File: src/rtl/kbd_pkg.sv
// Shared types and scan-code constants for the keyboard event queue.
package kbd_pkg;

  localparam logic [7:0] SC_EXT    = 8'hE0;
  localparam logic [7:0] SC_BRK    = 8'hF0;
  localparam logic [7:0] SC_LSHIFT = 8'h12;
  localparam logic [7:0] SC_RSHIFT = 8'h59;
  localparam logic [7:0] SC_CAPS   = 8'h58;
  localparam logic [7:0] SC_SPACE  = 8'h29;
  localparam logic [7:0] SC_ENTER  = 8'h5A;
  localparam logic [7:0] SC_BKSP   = 8'h66;

  typedef struct packed {
    logic [7:0] rsv_hi;
    logic [7:0] ascii;
    logic [3:0] rsv_lo;
    logic       caps;
    logic       shift;
    logic       ext;
    logic       brk;
    logic [7:0] code;
  } kbd_event_t;

endpackage

File: src/rtl/ps2_ascii_lut.sv
// Scan-code set 2 to ASCII translation for letters, digits and a few control keys.
module ps2_ascii_lut
  import kbd_pkg::*;
(
  input  logic [7:0] code,
  input  logic       shift,
  input  logic       caps,
  output logic [7:0] ascii
);

  logic [7:0] letter;

  // NOTE: every output of a combinational block gets a default first, otherwise
  // an unlisted case leaves it holding its old value and a latch is inferred.
  always_comb begin
    letter = 8'h00;
    ascii  = 8'h00;
    case (code)
      8'h1C: letter = 8'h61; 8'h32: letter = 8'h62; 8'h21: letter = 8'h63;
      8'h23: letter = 8'h64; 8'h24: letter = 8'h65; 8'h2B: letter = 8'h66;
      8'h34: letter = 8'h67; 8'h33: letter = 8'h68; 8'h43: letter = 8'h69;
      8'h3B: letter = 8'h6A; 8'h42: letter = 8'h6B; 8'h4B: letter = 8'h6C;
      8'h3A: letter = 8'h6D; 8'h31: letter = 8'h6E; 8'h44: letter = 8'h6F;
      8'h4D: letter = 8'h70; 8'h15: letter = 8'h71; 8'h2D: letter = 8'h72;
      8'h1B: letter = 8'h73; 8'h2C: letter = 8'h74; 8'h3C: letter = 8'h75;
      8'h2A: letter = 8'h76; 8'h1D: letter = 8'h77; 8'h22: letter = 8'h78;
      8'h35: letter = 8'h79; 8'h1A: letter = 8'h7A;
      default: letter = 8'h00;
    endcase

    if (letter != 8'h00) begin
      // Lowercase and uppercase differ only in bit 5.
      ascii = (shift ^ caps) ? (letter - 8'h20) : letter;
    end else begin
      case (code)
        8'h16:     ascii = shift ? 8'h21 : 8'h31;
        8'h1E:     ascii = shift ? 8'h40 : 8'h32;
        8'h26:     ascii = shift ? 8'h23 : 8'h33;
        8'h25:     ascii = shift ? 8'h24 : 8'h34;
        8'h2E:     ascii = shift ? 8'h25 : 8'h35;
        8'h36:     ascii = shift ? 8'h5E : 8'h36;
        8'h3D:     ascii = shift ? 8'h26 : 8'h37;
        8'h3E:     ascii = shift ? 8'h2A : 8'h38;
        8'h46:     ascii = shift ? 8'h28 : 8'h39;
        8'h45:     ascii = shift ? 8'h29 : 8'h30;
        SC_SPACE:  ascii = 8'h20;
        SC_ENTER:  ascii = 8'h0D;
        SC_BKSP:   ascii = 8'h08;
        default:   ascii = 8'h00;
      endcase
    end
  end

endmodule

File: src/rtl/kbd_event_queue.sv
// Turns each new nonzero scan word into a decoded key event and queues it in a
// first-word-fall-through FIFO read by the CPU.
module kbd_event_queue
  import kbd_pkg::*;
#(
  parameter int DEPTH = 16,
  parameter int CNT_W = $clog2(DEPTH) + 1
) (
  input  logic             clk,
  input  logic             clrn,
  input  logic [31:0]      cur_key,
  input  logic             rd_en,
  input  logic             flush,
  input  logic             clr_ovf,
  input  logic             irq_en,
  output logic [31:0]      rd_data,
  output logic             rd_valid,
  output logic [CNT_W-1:0] count,
  output logic             ovf,
  output logic             irq
);

  localparam int PTR_W = $clog2(DEPTH);

  logic [31:0]      cur_q, last_key;
  logic             shift_l, shift_r, caps;
  logic             shift_l_nx, shift_r_nx, caps_nx;
  logic             new_evt, brk, ext;
  logic [7:0]       code, ascii;
  kbd_event_t       evt;
  kbd_event_t       mem [DEPTH];
  logic [PTR_W-1:0] wr_ptr, rd_ptr;
  logic [CNT_W-1:0] cnt;
  logic             empty, full, pop, push, drop, wr;

  assign code    = cur_q[7:0];
  assign brk     = (cur_q[15:8] == SC_BRK);
  assign ext     = (cur_q[15:8] == SC_EXT) || (cur_q[23:16] == SC_EXT);
  assign new_evt = (cur_q != 32'h0) && (cur_q != last_key);

  // The event reports modifier state including its own effect.
  always_comb begin
    shift_l_nx = shift_l;
    shift_r_nx = shift_r;
    caps_nx    = caps;
    if (new_evt && !ext) begin
      if (code == SC_LSHIFT)          shift_l_nx = !brk;
      if (code == SC_RSHIFT)          shift_r_nx = !brk;
      if (code == SC_CAPS && !brk)    caps_nx    = !caps;
    end
  end

  ps2_ascii_lut u_lut (
    .code  (code),
    .shift (shift_l_nx | shift_r_nx),
    .caps  (caps_nx),
    .ascii (ascii)
  );

  always_comb begin
    evt       = '0;
    evt.code  = code;
    evt.brk   = brk;
    evt.ext   = ext;
    evt.shift = shift_l_nx | shift_r_nx;
    evt.caps  = caps_nx;
    evt.ascii = ext ? 8'h00 : ascii;
  end

  assign empty = (cnt == '0);
  assign full  = (cnt == CNT_W'(DEPTH));
  assign pop   = rd_en && !empty && !flush;
  assign push  = new_evt && !flush;
  assign drop  = push && full && !pop;
  assign wr    = push && !drop;

  // NOTE: sequential state uses non-blocking assignments so every register
  // samples pre-edge values regardless of statement order.
  always_ff @(posedge clk or negedge clrn) begin
    if (!clrn) begin
      cur_q    <= '0;
      last_key <= '0;
      shift_l  <= 1'b0;
      shift_r  <= 1'b0;
      caps     <= 1'b0;
    end else begin
      cur_q   <= cur_key;
      shift_l <= shift_l_nx;
      shift_r <= shift_r_nx;
      caps    <= caps_nx;
      if (new_evt) last_key <= cur_q;
    end
  end

  // NOTE: the storage array has no reset; unread slots are masked by the
  // empty check on rd_data, so clearing them would only cost flops.
  always_ff @(posedge clk) begin
    if (wr) mem[wr_ptr] <= evt;
  end

  always_ff @(posedge clk or negedge clrn) begin
    if (!clrn) begin
      wr_ptr <= '0;
      rd_ptr <= '0;
      cnt    <= '0;
      ovf    <= 1'b0;
    end else begin
      if (flush) begin
        wr_ptr <= '0;
        rd_ptr <= '0;
        cnt    <= '0;
      end else begin
        if (wr)  wr_ptr <= wr_ptr + PTR_W'(1);
        if (pop) rd_ptr <= rd_ptr + PTR_W'(1);
        cnt <= cnt + CNT_W'(wr) - CNT_W'(pop);
      end
      if (drop)         ovf <= 1'b1;
      else if (clr_ovf) ovf <= 1'b0;
    end
  end

  assign rd_data  = empty ? 32'h0 : mem[rd_ptr];
  assign rd_valid = !empty;
  assign count    = cnt;
  assign irq      = !empty && irq_en;

endmodule
File: config.mk
export PLATFORM = sky130hd
export DESIGN_NAME = kbd_event_queue
export DESIGN_NICKNAME = d
export VERILOG_FILES = /design/src/rtl/kbd_pkg.sv /design/src/rtl/ps2_ascii_lut.sv /design/src/rtl/kbd_event_queue.sv
export SDC_FILE = /design/constraint.sdc
export NUM_CORES = 1
export LEC_CHECK = 0
export CORE_MARGIN = 2
export CORE_UTILIZATION = 59
export DETAILED_ROUTE_END_ITERATION = 8
export PLACE_DENSITY = 0.83
export SLEW_MARGIN = 20
export SYNTH_ARGS = -nofsm -noshare
export SYNTH_HDL_FRONTEND = slang
export SYNTH_HIERARCHICAL = 1
export SYNTH_SLANG_ARGS = --single-unit
File: constraint.sdc
create_clock -name clk -period 7.4 [get_ports clk]
set_input_delay 1.48 -clock clk [delete_from_list [all_inputs] [get_ports clk]]
set_output_delay 1.48 -clock clk [all_outputs]
set_load 0.02 [all_outputs]
==> metrics.txt, run 1 <==
run status=finished, final reports clean; unrepaired setup endpoints after global routing=false; relative slew slack=19.9%; top cell type's share of synthesized area=55.9%; worst hold path class=reg -> reg; CTS tree=done; Core Box Area=0.0287 mm2; clk slew on worst S/H paths=0.06 ns; Max FO, Critical Path=21; Avg Synthesized Cell Area=16.1 um2; die height=175 um; fin area=0.0194 mm2; CP Data Arrival Time=3.98 ns; WL/cell=24.3 um; commonest non-fill, non-tap cell in the layout=edfxtp_1; Final Hold Fails=0; minimum clock period=5.46 ns; slowest stage delay, CP=1.14 ns; drt drc=0; DP HPWL=21800 um; vias in the first global route=10100; Yosys cell types=72; Clock Tree Root=clkbuf_16; Cells after Synth=1068; Clock Path Buffers=3; Required @ worst endpoint=5.92 ns; CP Cell Sequence=inv_1, o221ai_1, o22ai_1, a211oi_1, clkdlybuf4s50_1; synthesized cell area=0.0172 mm2; # setup viols final=0; Post-synth EDFFs=320; Synth area leaders=edfxtp_1 (56%), dfrtp_1 (12%), mux4_2 (5.2%), mux2i_1 (5.2%), mux2_2 (2.4%); first-pass detailed-route iteration total=6; Power Density=306 mW/mm2; DR vias=9930; Buffers on Ports=65; Max Clock Skew=0.0184 ns; critical path launch point type=flop; n_diodes=0; H-tree depth=2; number of post-CTS setup repair buffers=0; Tcrit/Tclk final=73.8%; post-cts hold buffer count=0; Chip Width=175 um; Area after DPL=0.0182 mm2; GRT overflow=0; Peak VDD IR=0.243 mV; commonest cells after routing, fill and taps aside=edfxtp_1 (320), mux2i_1 (89), dfrtp_1 (78), clkdlybuf4s50_1 (64), nand2_1 (49); final wirelength=37800 um; Max Cap Viol=0; pin slew with the least headroom to its limit=1.20 ns; sequential area share after synthesis=67.7%; clk sinks=401; Area Overhead vs Synth=13.1%; vias per std cell=6.39; first-pass GRT wire length=58100 um; Fmax=0.183 GHz; pin count of the biggest net entering global routing=81; Critical-path top delay cell=dfrtp_1; Critical Path End Type=primary output; final slew viol count=0; post-route setup TNS=0 ns; Nets=1201; area leader, netlist=edfxtp_1; Lkg Pwr=6.66 nW; Routability Congestion=0.897; row count=62; Post-DRT Antenna Nets=0; ys async rst share=20.2%; worst skew pair latency=0.53 ns; #FFs+latches synth=401; layout cells sized above 1=15.7%; IO Count=78; synth warn=6; Initial Util=59.9%; Total GRT Usage=25.1%; initial antenna violation count=0; Num CTS Buffers=39; Crit Path Class=reg -> out; DR iter-0 viols=1012; Resized cells post-CTS=0; Layout fillers=1878; ys flop type=edfxtp_1; die area=0.0305 mm2
==> worst max-delay path, delay by kind of cell, from the launching register on <==
| kind | cells | cell delay (ns) |
|---|---|---|
| compound gates | 3 | 0.81 |
| buf+inv | 2 | 1.52 |
| flops | 1 | 1.14 |
==> report_power, final <==
part	internal, mW	switching [mW]	leakage (nW)
clock	1.08	0.811	0.599
combinational	0.616	0.735	2.13
sequential	2.58	0.121	3.93
==> through the flow <==
stage | hold slack, ns | util, % | setup WS, ns | power [mW] | instances
finish | 0.511 | 67.7 | 1.94 | 5.95 | 1555
global route | 0.525 | 67.7 | 1.91 | 6.16 | 1555
CTS | 0.513 | 67.7 | 2.05 | 5.99 | 1555
detailed placement | 0.500 | 63.5 | 2.59 | 4.10 | 1486
global placement | 0.493 | 63.5 | 2.65 | 4.07 | 1486
floorplan | 0.478 | - | 3.72 | 3.62 | 1079
==> layer usage <==
metal / part of all wire (%) / global-route usage [%] / up-vias
li1: - / - / 4336
met1: 38 / 33.2 / 4923
met2: 49 / 41.4 / 564
met3: 8.4 / 4.63 / 107
met4: 4.1 / 10.5 / 0
met5: 0 / 0 / -
==> synth_stat cells (5+ instances only) <==
cell	n
mux2_2	37
and2_1	13
inv_1	16
mux2i_1	89
mux4_2	40
nor4_1	15
nor2_1	32
xor2_1	36
o21ai_1	5
xnor2_1	5
a31oi_1	6
edfxtp_1	320
and3_1	15
ha_1	19
nand2b_1	11
buf_4	16
nand3_1	6
buf_2	25
o221ai_1	41
a21oi_1	12
clkbuf_1	26
a211oi_1	22
o21ai_0	13
o22ai_1	21
dfrtp_1	81
nor2b_1	11
nand2_1	49
nand3b_1	6
nor3_1	8
nand4_1	6
==> area by class of cell <==
type,instances,area (um2),share of cell area [%]
Clock inverter,20,160,0.824
Multi-Input combinational cell,590,5150,26.5
Timing Repair Buffer,94,878,4.52
Inverter,17,63.8,0.328
Clock buffer,49,1060,5.43
Tap cell,384,480,2.47
Sequential cell,401,11600,59.9
==> path summary, 6_finish.rpt <==
check	cells after the start	endpoint	from	slack, ns
worst max-delay path	5	rd_data[6]	rd_ptr[3]$_DFFE_PN0P_	1.94
min in group asynchronous	1	last_key[7]$_DFFE_PN0N_	clrn	0.88
worst max register to register	13	mem[8][13]$_DFFE_PP_	cur_q[7]$_DFF_PN0_	3.02
worst min-delay path	1	last_key[4]$_DFFE_PN0N_	last_key[4]$_DFFE_PN0N_	0.51
max in group asynchronous	2	rd_ptr[0]$_DFFE_PN0P_	clrn	5.52
worst min register to register	1	last_key[4]$_DFFE_PN0N_	last_key[4]$_DFFE_PN0N_	0.51
==> kinds of logic (layout without fill, tap and decap cells) <==
kind of cell	Yosys count	count (layout)	synth area share, %
adders and majority gates	20	20	1.50
DFF	401	401	67.7
and+or+nand+nor	200	200	6.65
other	1	12	0.0218
xor gates and xnor gates	41	41	2.09
AOI/OAI and AO/OA	149	149	6.46
buffers and inverters	88	180	2.58
muxes	168	168	13.0
==> registers in the layout, summed over array words and instances, names as in the netlist <==
signal    cells
caps          1
count         5
cur_q        32
last_key     32
mem         320
ovf           1
rd_ptr        4
shift_l       1
shift_r       1
wr_ptr        4
No activity file was read; power rests on OpenSTA's default activity.
==> run 2, diff against run 1 <==
--- a/config.mk
+++ b/config.mk
@@ -6,9 +6,9 @@
 export NUM_CORES = 1
 export LEC_CHECK = 0
 export CORE_MARGIN = 2
-export CORE_UTILIZATION = 59
+export CORE_UTILIZATION = 55
 export DETAILED_ROUTE_END_ITERATION = 8
-export PLACE_DENSITY = 0.83
+export PLACE_DENSITY = 0.81
 export SLEW_MARGIN = 20
 export SYNTH_ARGS = -nofsm -noshare
 export SYNTH_HDL_FRONTEND = slang
==> constraint.sdc (replaced) <==
create_clock -name clk -period 4.6 [get_ports clk]
set_input_delay 0.92 -clock clk [delete_from_list [all_inputs] [get_ports clk]]
set_output_delay 0.92 -clock clk [all_outputs]
set_load 0.02 [all_outputs]
==> run 2 against run 1 <==
Against the previous run:
- combinational power is 67% higher
- final area is 1.0% higher
- sequential cell count stayed put
- sequential power is 60% higher
- sequential share of layout area is 0.60 points lower
- hold slack worse by 0.088 ns
- via count is 0.64% higher
- clock skew is 0.0027 ns higher
- critical path depth is 1 higher
- cell count is 1.7% higher
- clock power is 68% higher
- critical endpoint is now rd_data[17]
==> metrics.txt, run 2 (same netlist as run 1, synthesis figures left out) <==
die height=181 um (+3.5%); GRT overflow=0 (unchanged); post-layout util=64.0% (-3.7 points); DP HPWL=22300 um (+2.5%); IO Count=78 (unchanged); worst skew pair latency=0.54 ns (about the same); Place WS=0.712 ns (-1.88 ns); run status=finished, final reports clean; post-route setup TNS=0 ns (unchanged); clk sinks=401 (unchanged); Max Clock Skew=0.0211 ns (+0.00273 ns); Core Box Area=0.0307 mm2 (+6.9%); Max Cap Viol=0 (unchanged); Regs by FF count=mem: 320 flops, cur_q: 32 flops, last_key: 32 flops; Crit Path Class=reg -> out; Required @ worst endpoint=3.68 ns (-2.24 ns); number of post-CTS setup repair buffers=0 (unchanged); Peak VDD IR=0.274 mV (+13%); Initial Util=56.0% (-3.8 points); # setup viols final=0 (unchanged); relative slew slack=35.8% (+16 points); Area Overhead vs Synth=14.2%; worst hold path class=in -> async; Chip Width=181 um (+3.5%); post-cts hold buffer count=0 (unchanged); Clock Tree Root=clkbuf_16; drt drc=0 (unchanged); Power Density=498 mW/mm2 (+63%); n_diodes=0 (unchanged); Critical Path End Type=primary output; Fmax=0.234 GHz; pin count of the biggest net entering global routing=52 (-36%); final wirelength=38300 um (+1.3%); layout cells sized above 1=16.5% (+0.74 points); Num CTS Buffers=39 (unchanged); row count=64 (+3.2%); Final Hold Fails=0 (unchanged); Clock Path Buffers=3 (unchanged); Nets=1212 (+0.92%); WL/cell=24.2 um (-0.34%); commonest non-fill, non-tap cell in the layout=edfxtp_1; Routability Congestion=0.847 (-5.7%); DR vias=9994 (+0.64%); critical path launch point type=flop; H-tree depth=2 (unchanged); first-pass GRT wire length=59400 um (+2.2%); Resized cells post-CTS=0 (unchanged); Max FO, Critical Path=37 (+76%); largest register by flop count=mem; max reg flops=320 (unchanged); Tcrit/Tclk final=93.1%; die area=0.0327 mm2 (+7.1%); vias per std cell=6.32 (-1.0%); clk slew on worst S/H paths=0.06 ns (about the same); Buffers on Ports=65 (unchanged); initial antenna violation count=0 (unchanged); final slew viol count=0 (unchanged); CTS tree=done; final hold slack=0.423 ns (-0.0877 ns); DR iter-0 viols=1172 (+16%); CP Data Arrival Time=3.36 ns (-0.62 ns); Total GRT Usage=23.7% (-1.4 points); Post-DRT Antenna Nets=0 (unchanged); unrepaired setup endpoints after global routing=false; pin slew with the least headroom to its limit=0.962 ns (-0.239 ns); final critical-path setup slack=0.318 ns (-1.62 ns); minimum clock period=4.28 ns; Lkg Pwr=6.75 nW (+1.4%); vias in the first global route=10000 (-0.12%); first-pass detailed-route iteration total=6 (unchanged); commonest cells after routing, fill and taps aside=edfxtp_1 (320), mux2i_1 (89), dfrtp_1 (79), clkdlybuf4s50_1 (64), nand2_1 (49)
==> run 2: changes by cell type in the layout (fill, tap and decap cells not counted), moves of 2 or more <==
cell,change
buf_12,+2
buf_4,+9
clkbuf_1,-4
clkinv_1,+6
clkinv_2,-5
==> run 2: critical path: stages, from the launching register on <==
cell	delay [ns]
dfrtp_4	0.89
buf_12	0.32
mux2i_1	0.13
o221ai_1	0.26
o22ai_1	0.15
a211oi_1	0.37
clkdlybuf4s50_1	0.68
==> run 2: path summary, 6_finish.rpt <==
kind                                               from                       end  slack [ns]  cells after the start
worst max-delay path              rd_ptr[0]$_DFFE_PN0P_               rd_data[17]        0.32                      6
worst min-delay path                               clrn        cur_q[8]$_DFF_PN0_        0.42                      1
worst max register to register       cur_q[7]$_DFF_PN0_     mem[13][18]$_DFFE_PP_        0.66                     13
worst min register to register  last_key[4]$_DFFE_PN0N_   last_key[4]$_DFFE_PN0N_        0.52                      1
max in group asynchronous                          clrn  last_key[27]$_DFFE_PN0N_        3.35                      2
min in group clk                last_key[4]$_DFFE_PN0N_   last_key[4]$_DFFE_PN0N_        0.52                      1
==> run 2: report_power, final <==
group          internal, mW  switching (mW)
sequential             4.16           0.175
combinational          1.04            1.22
clock                  1.85            1.33
total                  7.05            2.73
==> run 2: metrics by stage <==
step	total power, mW	area (um2)	cells
2_1_floorplan	5.82	17200	1079
3_3_place_gp	6.61	18300	1509
3_5_place_dp	6.66	18300	1509
4_1_cts	9.83	19600	1581
5_1_grt	10.1	19600	1581
6_report	9.77	19600	1581
==> run 2: final cells by class <==
cell class	count	area, um2
repair buffers	105	986
fillers	2111	11000
clock inverters	25	210
multi-input cells	590	5150
clock buffers	47	1080
inverters	17	63.8
well taps	396	495
flip-flops and latches	401	11600
==> run 2: per-layer routing <==
layer / track usage [%] / up-vias / wire [um]
met5: 0 / - / 0
met4: 6.81 / 0 / 1060
met3: 3.87 / 83 / 3190
met2: 39.3 / 516 / 18900
met1: 32.7 / 5037 / 15100
li1: - / 4358 / -
==> run 3, diff against run 2 <==
--- a/config.mk
+++ b/config.mk
@@ -5,6 +5,7 @@
 export SDC_FILE = /design/constraint.sdc
 export NUM_CORES = 1
 export LEC_CHECK = 0
+export CAP_MARGIN = 10
 export CORE_MARGIN = 2
 export CORE_UTILIZATION = 55
 export DETAILED_ROUTE_END_ITERATION = 8
==> constraint.sdc (replaced) <==
create_clock -name clk -period 4.6 [get_ports clk]
set_input_delay 0.92 -clock clk [delete_from_list [all_inputs] [get_ports clk]]
set_output_delay 0.92 -clock clk [all_outputs]
set_load 0.1 [all_outputs]
==> run 3 against run 2 <==
Against the previous run:
- sequential cell count is the same
- highest routed layer unchanged
- register-to-register slack gained 0.16 ns
- global-route usage up 0.48 points
- power is 10% higher
==> metrics.txt, run 3 (same netlist as run 1, synthesis figures left out) <==
Power Density=547 mW/mm2 (+9.8%); Crit Reg-Reg Endpoint=mem[14][13]$_DFFE_PP_; slowest stage delay, CP=0.74 ns (-0.15 ns); post-layout util=64.2% (+0.22 points); grt met3 use=4.62% (+0.75 points); max reg flops=320 (unchanged); worst hold path class=in -> async; Max Clock Skew=0.0218 ns (+0.000686 ns); initial antenna violation count=0 (unchanged); Initial Util=56.0% (unchanged); relative slew slack=29.6% (-6.3 points); CP Data Arrival Time=3.18 ns (-0.18 ns); flop2flop setup slack=0.82 ns (+0.16 ns); number of post-CTS setup repair buffers=0 (unchanged); Core Box Area=0.0307 mm2 (unchanged); Total GRT Usage=24.2% (+0.48 points); first-pass detailed-route iteration total=9 (+3); first-pass GRT wire length=59900 um (+0.97%); Regs by FF count=mem: 320 flops, cur_q: 32 flops, last_key: 32 flops; WL/cell=24.9 um (+2.6%); DP HPWL=22900 um (+2.6%); GRT overflow=0 (unchanged); run status=finished, final reports clean; layout cells sized above 1=18.3% (+1.8 points); Area Overhead vs Synth=14.6%; Num CTS Buffers=39 (unchanged); minimum clock period=4.10 ns (-0.185 ns); final slew viol count=0 (unchanged); Max Cap Viol=0 (unchanged); DR vias=10100 (+1.2%); die area=0.0327 mm2 (unchanged); CTS tree=done; die height=181 um (unchanged); Clock Tree Root=clkbuf_16; drt drc=0 (unchanged); Peak VDD IR=0.488 mV (+78%); Post-DRT Antenna Nets=0 (unchanged); vias in the first global route=10300 (+2.5%); Resized cells post-CTS=0 (unchanged); Critical-path top delay cell=a211oi_1; Critical Path End Type=primary output; pin count of the biggest net entering global routing=82 (+58%); met1 Usage GRT=31.8% (-0.96 points); crit path buf inv count=3 (+1); final hold slack=0.437 ns (+0.0142 ns); Buffers on Ports=65 (unchanged); clk slew on worst S/H paths=0.06 ns (about the same); fin area=0.0197 mm2 (+0.34%); unrepaired setup endpoints after global routing=false; worst r2r src=cur_q[15]$_DFF_PN0_; critical path launch point type=flop; Max FO, Critical Path=21 (-43%); pin slew with the least headroom to its limit=1.06 ns (+0.0936 ns); Nets=1212 (unchanged); Area after DPL=0.0185 mm2 (+1.0%); H-tree depth=2 (unchanged); Clock Path Buffers=3 (unchanged); Final Hold Fails=0 (unchanged); Lkg Pwr=6.80 nW (+0.78%); largest register by flop count=mem; busiest grt layer=met2; Chip Width=181 um (unchanged); Fmax=0.244 GHz (+4.5%); final wirelength=39200 um (+2.4%); clk sinks=401 (unchanged); Cells after DPL=1509 (unchanged); DR iter-0 viols=1174 (+0.17%); Required @ worst endpoint=3.68 ns (about the same); Routability Congestion=0.959 (+13%); commonest non-fill, non-tap cell in the layout=edfxtp_1; Crit Path Class=reg -> out; delay-heaviest family, CP=buffers and inverters; commonest cells after routing, fill and taps aside=edfxtp_1 (320), mux2i_1 (89), dfrtp_1 (79), nand2_1 (49), clkdlybuf4s50_1 (43); post-cts hold buffer count=0 (unchanged); worst reg2reg path depth=12 (-1); met2 GRT Util=39.8% (+0.50 points); n_diodes=0 (unchanged); worst skew pair latency=0.53 ns (about the same); Tcrit/Tclk final=89.1% (-4.0 points); Finished Layout Cells=1578 (-0.19%); # setup viols final=0 (unchanged); vias per std cell=6.41 (+1.4%); IO Count=78 (unchanged); CP Cell Sequence=buf_4, inv_1, o221ai_1, nand2_1, a211oi_1, buf_12; row count=64 (unchanged)
run 3: cell types whose count changed in the layout (fill, tap and decap cells not counted), moves of 2 or more:
cell             before  now
bufinv_16             3    0
clkinv_2              4    8
clkbuf_16            42   40
clkdlybuf4s50_1      64   43
buf_12                3   22
clkbuf_4              0    2
clkinv_1             13    4
clkbuf_1              4   10
run 3: cell type report:
class                      count  area [um2]
sequential                   401       11600
fill                        2103       11000
multi-input combinational    590        5150
timing repair buffer         105        1170
clock buffer                  53        1070
tap                          396         495
clock inverter                16         101
inverter                      17        63.8
run 3: per-stage QoR:
stage / power [mW] / setup WS [ns] / setup TNS (ns)
6_report: 10.8 / 0.503 / 0
5_1_grt: 11.1 / 0.347 / 0
4_1_cts: 10.8 / 0.535 / 0
3_5_place_dp: 7.91 / 0.938 / 0
3_3_place_gp: 7.86 / 0.977 / 0
2_1_floorplan: 6.76 / -0.288 / -5.77
run 3: worst reg2reg max path, delay by kind of cell, from the launching register on:
family	cells	cell delay, ns
AOI/OAI and AO/OA	7	1.61
DFF	1	0.41
buffers and inverters	1	0.28
and+or+nand+nor	4	1.22
run 3: worst max path at each step:
stage | slack [ns] | start | depth (start not counted) | endpoint
after global placement | 0.98 | cur_q[1]$_DFF_PN0_ | 14 | mem[4][13]$_DFFE_PP_
after global routing | 0.35 | rd_ptr[3]$_DFFE_PN0P_ | 6 | rd_data[0]
final | 0.50 | rd_ptr[3]$_DFFE_PN0P_ | 6 | rd_data[0]
after floorplan | -0.29 | count[2]$_DFF_PN0_ | 5 | rd_data[0]
after CTS | 0.53 | rd_ptr[3]$_DFFE_PN0P_ | 6 | rd_data[0]
after detailed placement | 0.94 | flush | 11 | count[4]$_DFF_PN0_
run 3: power breakdown:
part / leakage, nW / internal (mW) / switching [mW]
Clock: 0.577 / 1.64 / 1.29
Combinational: 2.30 / 1.26 / 2.27
Sequential: 3.93 / 4.16 / 0.153
Total: 6.80 / 7.06 / 3.71
run 3: routing by layer:
layer  share of wire [%]  vias to the layer above
met5                   0                        -
met4                 4.4                        0
met3                 8.7                      130
met2                  49                      595
met1                  38                     5023
li1                    -                     4362
